### config.mk
export PLATFORM = sky130hd
export DESIGN_NAME = alu4_exec_unit
export DESIGN_NICKNAME = d
export VERILOG_FILES = /design/src/rtl/alu4_exec_unit.sv
export SDC_FILE = /design/constraint.sdc
export NUM_CORES = 1
export LEC_CHECK = 0
export ABC_AREA = 0
export CAP_MARGIN = 20
export CORE_ASPECT_RATIO = 0.8
export CORE_MARGIN = 4
export CORE_UTILIZATION = 50
export CTS_CLUSTER_SIZE = 16
export DETAILED_ROUTE_END_ITERATION = 10
export PLACE_DENSITY = 0.71
export REMOVE_ABC_BUFFERS = 1
export SETUP_SLACK_MARGIN = 0.5
export SYNTH_ARGS = -nofsm -noshare
export SYNTH_HDL_FRONTEND = slang
export SYNTH_SLANG_ARGS = --single-unit
### constraint.sdc
create_clock -name clk -period 3.4 [get_ports clk]
set_input_delay 0.68 -clock clk [delete_from_list [all_inputs] [get_ports clk]]
set_output_delay 0.68 -clock clk [all_outputs]
set_load 0.01 [all_outputs]
### src/rtl/alu4_exec_unit.sv
// Buffered 4-bit, 8-operation ALU: commands queue in a small FIFO, and results leave
// through a registered valid/ready output stage with an accepted-result counter.
module alu4_exec_unit #(
    parameter int DEPTH = 4,
    parameter int CW    = $clog2(DEPTH) + 1
) (
    input  logic          clk,
    input  logic          rst,
    input  logic          in_valid,
    output logic          in_ready,
    input  logic [3:0]    in_a,
    input  logic [3:0]    in_b,
    input  logic          in_cin,
    input  logic [2:0]    in_m,
    output logic          out_valid,
    input  logic          out_ready,
    output logic [3:0]    out_r,
    output logic          out_of,
    output logic [CW-1:0] level,
    output logic [7:0]    ops_done
);

    localparam int AW = (DEPTH > 1) ? $clog2(DEPTH) : 1;
    localparam logic [CW-1:0] FULL_LVL  = CW'(DEPTH);
    localparam logic [CW-1:0] LVL_ONE   = CW'(1);
    localparam logic [AW-1:0] PTR_ONE   = AW'(1);

    localparam logic [2:0] OP_ADD = 3'b000;
    localparam logic [2:0] OP_SUB = 3'b001;
    localparam logic [2:0] OP_CMP = 3'b010;
    localparam logic [2:0] OP_AND = 3'b011;
    localparam logic [2:0] OP_OR  = 3'b100;
    localparam logic [2:0] OP_NOT = 3'b101;
    localparam logic [2:0] OP_INC = 3'b110;
    localparam logic [2:0] OP_DEC = 3'b111;

    // Returns {flag, result}; the 5-bit sum's MSB doubles as carry or borrow.
    function automatic logic [4:0] alu_eval(
        input logic [3:0] a,
        input logic [3:0] b,
        input logic       cin,
        input logic [2:0] m
    );
        logic [4:0] sum_s;
        logic [3:0] r_s;
        logic       of_s;
        sum_s = 5'd0;
        r_s   = 4'd0;
        of_s  = 1'b0;
        case (m)
            OP_ADD: begin
                sum_s = {1'b0, a} + {1'b0, b} + {4'b0000, cin};
                r_s   = sum_s[3:0];
                of_s  = sum_s[4];
            end
            OP_SUB: begin
                sum_s = {1'b0, a} - {1'b0, b};
                r_s   = sum_s[3:0];
                of_s  = sum_s[4];
            end
            OP_CMP: begin
                r_s  = {1'b0, (a > b), (a == b), (a < b)};
                of_s = 1'b0;
            end
            OP_AND: begin
                r_s  = a & b;
                of_s = 1'b0;
            end
            OP_OR: begin
                r_s  = a | b;
                of_s = 1'b0;
            end
            OP_NOT: begin
                r_s  = ~a;
                of_s = 1'b0;
            end
            OP_INC: begin
                sum_s = {1'b0, a} + 5'd1;
                r_s   = sum_s[3:0];
                of_s  = sum_s[4];
            end
            OP_DEC: begin
                sum_s = {1'b0, a} - 5'd1;
                r_s   = sum_s[3:0];
                of_s  = sum_s[4];
            end
            default: begin
                r_s  = 4'd0;
                of_s = 1'b0;
            end
        endcase
        return {of_s, r_s};
    endfunction

    logic [11:0]   mem_r [DEPTH];
    logic [AW-1:0] wr_ptr_r;
    logic [AW-1:0] rd_ptr_r;
    logic [CW-1:0] level_r;
    logic [CW-1:0] level_nxt_s;
    logic          in_ready_r;
    logic          out_valid_r;
    logic [3:0]    out_r_r;
    logic          out_of_r;
    logic [7:0]    ops_done_r;

    logic          push_s;
    logic          pop_s;
    logic          accept_s;
    logic [11:0]   head_s;
    logic [4:0]    eval_s;

    // Handshake decode and head evaluation; in_ready comes from a register only.
    always_comb begin
        push_s   = in_valid & in_ready_r;
        pop_s    = (level_r != {CW{1'b0}}) & (~out_valid_r | out_ready);
        accept_s = out_valid_r & out_ready;
        head_s   = mem_r[rd_ptr_r];
        eval_s   = alu_eval(head_s[11:8], head_s[7:4], head_s[3], head_s[2:0]);
    end

    // Next fill level from the push/pop pair.
    always_comb begin
        level_nxt_s = level_r;
        case ({push_s, pop_s})
            2'b10:   level_nxt_s = level_r + LVL_ONE;
            2'b01:   level_nxt_s = level_r - LVL_ONE;
            default: level_nxt_s = level_r;
        endcase
    end

    // Command storage; entries are not cleared since the pointers define validity.
    always_ff @(posedge clk) begin
        if (push_s) begin
            mem_r[wr_ptr_r] <= {in_a, in_b, in_cin, in_m};
        end
    end

    // Pointers, level and the registered ready flag.
    always_ff @(posedge clk) begin
        if (rst) begin
            wr_ptr_r   <= {AW{1'b0}};
            rd_ptr_r   <= {AW{1'b0}};
            level_r    <= {CW{1'b0}};
            in_ready_r <= 1'b1;
        end else begin
            if (push_s) begin
                wr_ptr_r <= wr_ptr_r + PTR_ONE;
            end
            if (pop_s) begin
                rd_ptr_r <= rd_ptr_r + PTR_ONE;
            end
            level_r    <= level_nxt_s;
            in_ready_r <= (level_nxt_s != FULL_LVL);
        end
    end

    // Result register: load on pop, otherwise drop valid once the held result is taken.
    always_ff @(posedge clk) begin
        if (rst) begin
            out_valid_r <= 1'b0;
            out_r_r     <= 4'd0;
            out_of_r    <= 1'b0;
        end else if (pop_s) begin
            out_valid_r <= 1'b1;
            out_r_r     <= eval_s[3:0];
            out_of_r    <= eval_s[4];
        end else if (accept_s) begin
            out_valid_r <= 1'b0;
        end
    end

    // Accepted-result counter, wraps naturally at 8 bits.
    always_ff @(posedge clk) begin
        if (rst) begin
            ops_done_r <= 8'd0;
        end else if (accept_s) begin
            ops_done_r <= ops_done_r + 8'd1;
        end
    end

    assign in_ready  = in_ready_r;
    assign out_valid = out_valid_r;
    assign out_r     = out_r_r;
    assign out_of    = out_of_r;
    assign level     = level_r;
    assign ops_done  = ops_done_r;

endmodule

==> results of run 1 <==
sequential cells by signal, summed over array words and instances (netlist names), named ones only:
name,cells
level,3
wr_ptr_r,2
mem_r,48
out_valid,1
out_of,1
ops_done,8
rd_ptr_r,2
out_r,4
in_ready,1
layout make-up:
cell class	instances	share of cell area, %
sequential	72	46.14
multi-input combinational	179	34.97
timing repair buffer	42	9.847
clock buffer	9	2.972
tap	87	2.612
inverter	24	2.162
clock inverter	7	1.291
per-layer routing:
layer  wire, um  vias to the layer above  track usage [%]
li1           -                     1122                -
met1       3141                     1080            24.52
met2       3300                       57            26.67
met3        374                        4            4.366
met4         31                        0            7.151
met5          0                        -                0
kinds of logic (layout without fill, tap and decap cells):
family | after synthesis | in the layout | share of synthesized area [%]
xor+xnor | 17 | 17 | 4.211
fa+ha+maj | 24 | 24 | 9.342
flops | 72 | 72 | 54.35
simple gates | 76 | 76 | 10.12
compound gates | 47 | 47 | 8.882
buf+inv | 36 | 82 | 4.600
mux | 15 | 15 | 8.493
cells in the final DEF (no fill, tap or decap), types with 3 or more instances in the layout:
master and instances:
xor2_1 8, clkbuf_8 9, edfxtp_1 48, buf_4 8, dfxtp_1 23, mux4_2 12, a21oi_1 16, xnor2_1 9
fa_1 4, clkinvlp_4 3, clkdlybuf4s50_1 33, o21ai_0 7, or3_1 4, inv_1 21, and3_1 6, nand2_1 17
nor2_1 25, nand3_1 10, ha_1 20, nor3_1 3, mux2i_1 3
report_power, final:
| part | total [uW] | leakage, uW | switching [uW] | internal, uW |
|---|---|---|---|---|
| Combinational | 1830 | 0.000780 | 1010 | 828 |
| Sequential | 1160 | 0.000637 | 88.4 | 1080 |
| Clock | 605 | 0.0000822 | 336 | 269 |
metrics by stage:
stage               area [um^2]  setup slack, ns  power (uW)  hold slack, ns  cells
detailed placement         3940           0.4168        2938          0.4506    400
CTS                        4131           0.5047        3579          0.4624    417
floorplan                  3463           0.4663        2429          0.4631    275
global route               4168           0.4637        3917          0.5229    420
global placement           3940           0.4835        2910          0.4434    400
finish                     4168           0.5952        3603          0.4607    420
tightest hold or removal path: cells and delay by family, from the launching register on:
| family | cells | cell delay [ns] |
|---|---|---|
| and+or+nand+nor | 1 | 0.05 |
| AOI/OAI and AO/OA | 1 | 0.05 |
| DFF | 1 | 0.32 |
path summary, 6_finish.rpt:
path,cells past startpoint,slack (ns),from,end
worst min register to register,2,0.46,out_r[0]$_SDFFE_PP0P_,out_r[0]$_SDFFE_PP0P_
worst max register to register,8,0.60,register,out_r[2]$_SDFFE_PP0P_
worst max-delay path,8,0.60,register,out_r[2]$_SDFFE_PP0P_
worst min-delay path,2,0.46,out_r[0]$_SDFFE_PP0P_,out_r[0]$_SDFFE_PP0P_
timing repair:
action,in CTS,in global routing
resized for setup,1,4
endpoints found under the hold margin,0,0
cloned,0,0
setup endpoints to repair,2,4
pin swaps,0,0
buffers inserted,1,3
==> metrics.md, run 1 <==
| Metric | Value |
|---|---|
| Most used cell, CP | fa_1 |
| Setup violators final | 0 |
| Syn Inst Count | 287 |
| Unrepaired setup endpoints after global routing | yes |
| Count leader, synth | edfxtp_1 |
| Post-CTS Hold Buffers | 0 |
| Layout Nets | 368 |
| Area growth from synthesis to layout | 17.87% |
| First DRT Iteration DRCs | 141 |
| Critical Path AT | 3.08 ns |
| Core region area | 6892 um^2 |
| Global-route wire length before repair | 11,610 um |
| Outcome | finished, final reports clean |
| Initial antenna violation count | 0 |
| CP Launch Type | register |
| Vias | 2,263 |
| Netlist Area Pre-Place | 3536 um^2 |
| Gr usage total | 17.72% |
| Vias per inst | 5.388 |
| Hold/Removal Path Class | register to register |
| CTS clk-pin slew, worst paths | 0.08 ns |
| CP Capture Type | register |
| Ys async rst share | 0% |
| Post-synth EDFFs | 48 |
| HPWL Detailed | 4829 um |
| # rows | 27 |
| P_leak | 0.001499 uW |
| Cell variety after synth | 49 |
| Post-synth top flop | edfxtp_1 |
| Max stage delay on crit path | 0.61 ns |
| Crit path buf inv count | 1 |
| Register bit count reported by yosys | 72 |
| CTS tree | built |
| Leading area contributor after synthesis | edfxtp_1 |
| Peak VDD IR | 0.3910 mV |
| CTS Sinks | 72 |
| WP data required | 3.67 ns |
| Final hold violations | 0 |
| Sequential area share after synthesis | 54.35% |
| IO Port Bufs | 33 |
| Max Slew Vio Count | 0 |
| Die outline width | 102.0 um |
| Total wire length | 6848 um |
| Minimum clock period after layout | 2.805 ns |
| Worst slew pin tran | 0.6279 ns |
| Crit-path cells | buf_12 > mux4_2 > fa_1 > fa_1 > xnor2_1 > a211oi_1 > o21ai_0 > a31oi_1 |
| Clock Root Buffer | clkbuf_8 |
| Critical path class | register to register |
| Setup TNS | 0 ns |
| Full die area | 8490 um^2 |
| Syn Area/Cell | 12.32 um^2 |
| First-pass DRT Iterations | 4 |
| Post-layout util | 60.48% |
| Share of cells above drive strength 1 | 12.61% |
| Max-Cap Viols | 0 |
| Fin Clk Skew | 0.01141 ns |
| Synth top cells by count | edfxtp_1, nor2_1, dfxtp_1, inv_1, ha_1 |
| Clock latency on the worst-skew pair | 0.35 ns |
| Clock Path Buffers | 2 |
| ANT nets after route | 0 |
| # diodes | 0 |
| Die H | 83.22 um |
| H-Tree Depth | 3 |
| Slew headroom | 58.14% |
| Vias in the first global route | 2,328 |
| DRC | 0 |
| Starting Density | 51.31% |
| Seq. cell area | 1923 um^2 |
| Worst-path maximum fanout | 14 |
| CTS Buf Count | 9 |
| GR Overflow Total | 0 |
| Routability Congestion | 0.8791 |
| Synth top area share | 40.76% |
| Synth top area cells | edfxtp_1, dfxtp_1, mux4_2 |
| Fin crit share | 82.49% |
| Filler instances | 570 |
| Avg WL per Cell | 16.30 um |
| CP delay by family, top | adder cells |
| Area of the multi-input gates | 1458 um^2 |
| Largest net degree at the start of global routing | 24 |
| F_max | 356.5 MHz |
| Synth warnings | 0 |
| IO Count | 34 |
| Slowest cell on crit path | mux4_2 |
| PD cells | 864.5 nW/um^2 |
(Power assumes the default switching activity.)
==> run 2: changes to the inputs <==
clock period = 2.74 ns   (was 3.4 ns; I/O delays follow)
==> metrics.md, run 2 (synthesis gave the netlist of run 1 again) <==
| Metric | Value |
|---|---|
| Outcome | finished, final reports clean |
| Final hold violations | 0 (unchanged) |
| Clock Path Buffers | 2 (unchanged) |
| CTS clk-pin slew, worst paths | 0.08 ns (about the same) |
| Peak VDD IR | 0.4369 mV (+12%) |
| Setup TNS | 0 ns (unchanged) |
| Unrepaired setup endpoints after global routing | yes |
| CTS Sinks | 72 (unchanged) |
| Largest net degree at the start of global routing | 24 (unchanged) |
| Avg WL per Cell | 16.44 um (+0.81%) |
| Most common cell after layout, fill and taps aside | edfxtp_1 |
| M1 GR Usage | 25.36% (+0.84 points) |
| Hold path start | out_r[0]$_SDFFE_PP0P_ |
| H-Tree Depth | 3 (unchanged) |
| Fin crit share | 96.27% (+14 points) |
| Area growth from synthesis to layout | 24.42% |
| Slew headroom | 59.79% (+1.7 points) |
| Initial antenna violation count | 0 (unchanged) |
| Total wire length | 7216 um (+5.4%) |
| F_max | 379.1 MHz (+6.3%) |
| Global-route wire length before repair | 11,950 um (+2.9%) |
| Met3 Resource Use GR | 5.038% (+0.67 points) |
| Routability Congestion | 0.9620 (+9.4%) |
| Area of the multi-input gates | 1521 um^2 (+4.4%) |
| Clock latency on the worst-skew pair | 0.34 ns (about the same) |
| Setup violators final | 0 (unchanged) |
| Clock Root Buffer | clkbuf_8 |
| PD cells | 1142 nW/um^2 (+32%) |
| First DRT Iteration DRCs | 87 (-38%) |
| Vias in the first global route | 2,355 (+1.2%) |
| Hold WS | 0.4589 ns (-0.001749 ns) |
| Worst-path maximum fanout | 5 (-9) |
| Post-CTS Hold Buffers | 0 (unchanged) |
| Filler instances | 538 (-5.6%) |
| GR Overflow Total | 0 (unchanged) |
| ANT nets after route | 0 (unchanged) |
| Fin Clk Skew | 0.008367 ns (-0.003041 ns) |
| Full die area | 8490 um^2 (unchanged) |
| Hold/Removal Path Class | register to register |
| Die outline width | 102.0 um (unchanged) |
| Seq. cell area | 1929 um^2 (+0.33%) |
| First-pass DRT Iterations | 4 (unchanged) |
| WP data required | 2.99 ns (-0.68 ns) |
| Vias | 2,389 (+5.6%) |
| CTS Buf Count | 9 (unchanged) |
| Critical Path AT | 2.88 ns (-0.20 ns) |
| IO Count | 34 (unchanged) |
| CTS tree | built |
| GR peak layer | met2 |
| Starting Density | 51.31% (unchanged) |
| Gr usage total | 18.28% (+0.56 points) |
| # diodes | 0 (unchanged) |
| Die H | 83.22 um (unchanged) |
| Most frequent cells in the layout | edfxtp_1, clkdlybuf4s50_1, nor2_1, buf_4, dfxtp_1 |
| # rows | 27 (unchanged) |
| Vias per inst | 5.442 (+1.0%) |
| CP Capture Type | register |
| Layout Nets | 388 (+5.4%) |
| Share of cells above drive strength 1 | 22.44% (+9.8 points) |
| P_leak | 0.001623 uW (+8.2%) |
| Core region area | 6892 um^2 (unchanged) |
| Number of flip-flops under the largest register name | 48 (unchanged) |
| DRC | 0 (unchanged) |
| Minimum clock period after layout | 2.638 ns (-0.1670 ns) |
| CP Launch Type | register |
| Top reg by flops | mem_r |
| IO Port Bufs | 33 (unchanged) |
| Overall Power | 5025 uW (+39%) |
| Worst slew pin tran | 0.6031 ns (-0.02481 ns) |
| M2 GR Usage | 28.38% (+1.7 points) |
| Critical path class | register to register |
| Max Slew Vio Count | 0 (unchanged) |
| HPWL Detailed | 5044 um (+4.5%) |
| Max-Cap Viols | 0 (unchanged) |
run 2: changes by cell type in the layout (fill, tap and decap cells not counted), moves of 2 or more:
cell	delta
dfxtp_1	-3
fa_1	-4
buf_4	+17
fa_2	+4
a21oi_2	+3
buf_6	+4
dfxtp_2	+2
clkinvlp_4	-2
a21oi_1	-3
inv_1	-2
inv_2	+2
clkdlybuf4s50_1	-2
run 2: worst max-delay path: stages (launching register included):
cell,delay (ns)
dfxtp_2,0.36
buf_6,0.13
mux4_2,0.54
buf_6,0.15
inv_2,0.06
ha_4,0.22
nor4_4,0.34
mux2i_1,0.12
o22a_1,0.18
and3_1,0.19
o41ai_2,0.26
run 2: path summary, 6_finish.rpt:
path / to / slack (ns) / depth (start not counted)
max: out_r[1]$_SDFFE_PP0P_ / 0.10 / 10
min: out_r[0]$_SDFFE_PP0P_ / 0.46 / 2
max reg2reg: out_r[1]$_SDFFE_PP0P_ / 0.10 / 10
min reg2reg: out_r[0]$_SDFFE_PP0P_ / 0.46 / 2
run 2: through the flow:
stage                     cell area (um^2)  worst slack [ns]  std cells  utilization (%)
final                                 4399            0.1023        439            63.83
after global routing                  4399          -0.02390        439            63.83
after CTS                             4342            0.1617        436            63.00
after detailed placement              4068          -0.09367        417            59.02
after global placement                4068          -0.02244        417            59.02
after floorplan                       3463           -0.1937        275                -
run 2: layout make-up:
type / instances / area share, %
clock buffers: 9 / 2.816
clock inverters: 6 / 1.564
inverters: 24 / 2.048
multi-input cells: 179 / 34.58
flip-flops and latches: 72 / 43.86
well taps: 87 / 2.474
repair buffers: 62 / 12.66
run 2: routing by layer:
metal	wire length (um)	part of all wire, %
met3	360	5.0
met2	3506	49
met1	3283	45
met4	65	0.90
met5	0	0
run 2: repair_timing:
item                       CTS  global route
setup endpoints to repair    7             7
buffers inserted             4             3
gates resized for setup     17            13
pin swaps                    6             2
run 2: where the power goes:
part / total (uW) / switching [uW] / internal, uW
Sequential: 1440 / 96.0 / 1340
Clock: 826 / 405 / 422
Combinational: 2760 / 1440 / 1320
==> run 3: changes to the inputs <==
==> constraint.sdc (replaced) <==
create_clock -name clk -period 2.74 [get_ports clk]
set_input_delay 0.274 -clock clk [delete_from_list [all_inputs] [get_ports clk]]
set_output_delay 0.274 -clock clk [all_outputs]
set_load 0.01 [all_outputs]
==> metrics.md, run 3 (synthesis gave the netlist of run 1 again) <==
| Metric | Value |
|---|---|
| Outcome | finished, final reports clean |
| Minimum clock period after layout | 2.561 ns (-0.07700 ns) |
| Post-CTS Hold Buffers | 0 (unchanged) |
| P_leak | 0.001572 uW (-3.1%) |
| Largest net degree at the start of global routing | 24 (unchanged) |
| Gr usage total | 17.81% (-0.48 points) |
| Max Slew Vio Count | 0 (unchanged) |
| GR Overflow Total | 0 (unchanged) |
| Hold WS | 0.3905 ns (-0.06848 ns) |
| Most used cell, CP | fa_2 |
| Core region area | 6892 um^2 (unchanged) |
| Setup violators final | 0 (unchanged) |
| FF-to-FF End | out_of$_SDFFE_PP0P_ |
| Hold path start | out_ready |
| Layout Nets | 383 (-1.3%) |
| H-Tree Depth | 3 (unchanged) |
| Clock Path Buffers | 2 (unchanged) |
| Global-route wire length before repair | 11,720 um (-1.9%) |
| HPWL Detailed | 5117 um (+1.5%) |
| Overall Power | 4987 uW (-0.76%) |
| Depth of the worst hold-timing path | 3 (+1) |
| Hold path endpoint | ops_done[1]$_SDFFE_PP0P_ |
| Slew headroom | 57.03% (-2.8 points) |
| Die outline width | 102.0 um (unchanged) |
| Worst reg2reg path depth | 8 (-2) |
| Total wire length | 7233 um (+0.24%) |
| # diodes | 0 (unchanged) |
| ANT nets after route | 0 (unchanged) |
| Fin crit share | 93.46% (-2.8 points) |
| WP depth | 8 (-2) |
| Top reg by flops | mem_r |
| Filler instances | 555 (+3.2%) |
| Final hold violations | 0 (unchanged) |
| Crit-path cells | buf_6 > mux4_2 > fa_2 > fa_2 > a21oi_1 > nor2_1 > o311ai_1 > a311oi_1 |
| Hold/Removal Path Class | primary input to register |
| Most common cell after layout, fill and taps aside | edfxtp_1 |
| Fin Clk Skew | 0.01235 ns (+0.003979 ns) |
| First-pass DRT Iterations | 5 (+1) |
| Avg WL per Cell | 16.63 um (+1.2%) |
| Vias | 2,397 (+0.33%) |
| CTS tree | built |
| DRC | 0 (unchanged) |
| Full die area | 8490 um^2 (unchanged) |
| Slowest cell on crit path | mux4_2 |
| Clock latency on the worst-skew pair | 0.35 ns (about the same) |
| Critical path class | register to register |
| Vias per inst | 5.510 (+1.3%) |
| # rows | 27 (unchanged) |
| Worst-path maximum fanout | 5 (unchanged) |
| Worst slew pin tran | 0.6445 ns (+0.04143 ns) |
| CTS clk-pin slew, worst paths | 0.08 ns (about the same) |
| Clock Root Buffer | clkbuf_8 |
| CTS Sinks | 72 (unchanged) |
| PD cells | 1140 nW/um^2 (-0.16%) |
| Unrepaired setup endpoints after global routing | yes |
| IO Count | 34 (unchanged) |
| Routability Congestion | 0.9449 (-1.8%) |
| CP Capture Type | register |
| R2r setup slk | 0.18 ns (+0.08 ns) |
| First DRT Iteration DRCs | 113 (+30%) |
| Critical Path AT | 2.79 ns (-0.09 ns) |
| Initial antenna violation count | 0 (unchanged) |
| Max-Cap Viols | 0 (unchanged) |
| Peak VDD IR | 0.5031 mV (+15%) |
| F_max | 390.5 MHz (+3.0%) |
| CP Launch Type | register |
| Vias in the first global route | 2,397 (+1.8%) |
| Number of flip-flops under the largest register name | 48 (unchanged) |
| Area growth from synthesis to layout | 23.67% |
| WP data required | 2.97 ns (-0.02 ns) |
| Share of cells above drive strength 1 | 22.70% (+0.26 points) |
| CTS Buf Count | 9 (unchanged) |
| Most frequent cells in the layout | edfxtp_1, clkdlybuf4s50_1, nor2_1 |
| Crit path buf inv count | 1 (-2) |
| Max stage delay on crit path | 0.55 ns (about the same) |
| Starting Density | 51.31% (unchanged) |
| Die H | 83.22 um (unchanged) |
| IO Port Bufs | 33 (unchanged) |
| CP delay by family, top | adder cells |
[run 3: stage by stage]
stage	utilization, %	setup slack [ns]	setup TNS, ns	cells	area [um^2]
global placement	58.81	0.07633	0	415	4053
floorplan	-	-0.1937	-0.5206	275	3463
detailed placement	58.81	-0.03692	-0.03692	415	4053
global route	63.45	0.04496	0	435	4373
finish	63.45	0.1793	0	435	4373
CTS	62.75	0.1553	0	434	4324
[run 3: layout make-up]
class / count / area [um^2] / share of cell area [%]
clock buffer: 9 / 123.9 / 2.833
timing repair buffer: 57 / 516.7 / 11.82
sequential: 72 / 1927 / 44.06
tap: 87 / 108.9 / 2.489
inverter: 24 / 90.09 / 2.060
multi-input combinational: 179 / 1546 / 35.36
clock inverter: 7 / 60.06 / 1.373
[run 3: repair_timing]
item | CTS | global route
gates cloned | 0 | 0
setup endpoints to repair | 6 | 7
gates resized for setup | 21 | 10
pin swaps | 2 | 3
setup buffers | 3 | 1
[run 3: how the worst max path moves through the flow]
stage / slack [ns] / endpoint
2_1_floorplan: -0.19 / out_r[1]$_SDFFE_PP0P_
3_3_place_gp: 0.08 / out_r[2]$_SDFFE_PP0P_
3_5_place_dp: -0.04 / out_r[2]$_SDFFE_PP0P_
4_1_cts: 0.16 / out_r[2]$_SDFFE_PP0P_
5_1_grt: 0.04 / out_of$_SDFFE_PP0P_
6_report: 0.18 / out_of$_SDFFE_PP0P_
[run 3: power by group]
part | internal [uW] | switching [uW]
combinational | 1310 | 1470
clock | 343 | 427
sequential | 1340 | 94.1
[run 3: worst min-delay path: stages]
cell	delay, ns
dlygate4sd2_1	0.27
nand3_1	0.09
a21oi_1	0.05
[run 3: per-layer routing]
| layer | wire length, um | share of wire, % | GRT usage [%] |
|---|---|---|---|
| met5 | 0 | 0 | 0 |
| met4 | 202 | 2.8 | 7.986 |
| met3 | 333 | 4.6 | 4.534 |
| met2 | 3370 | 47 | 26.67 |
| met1 | 3327 | 46 | 24.31 |
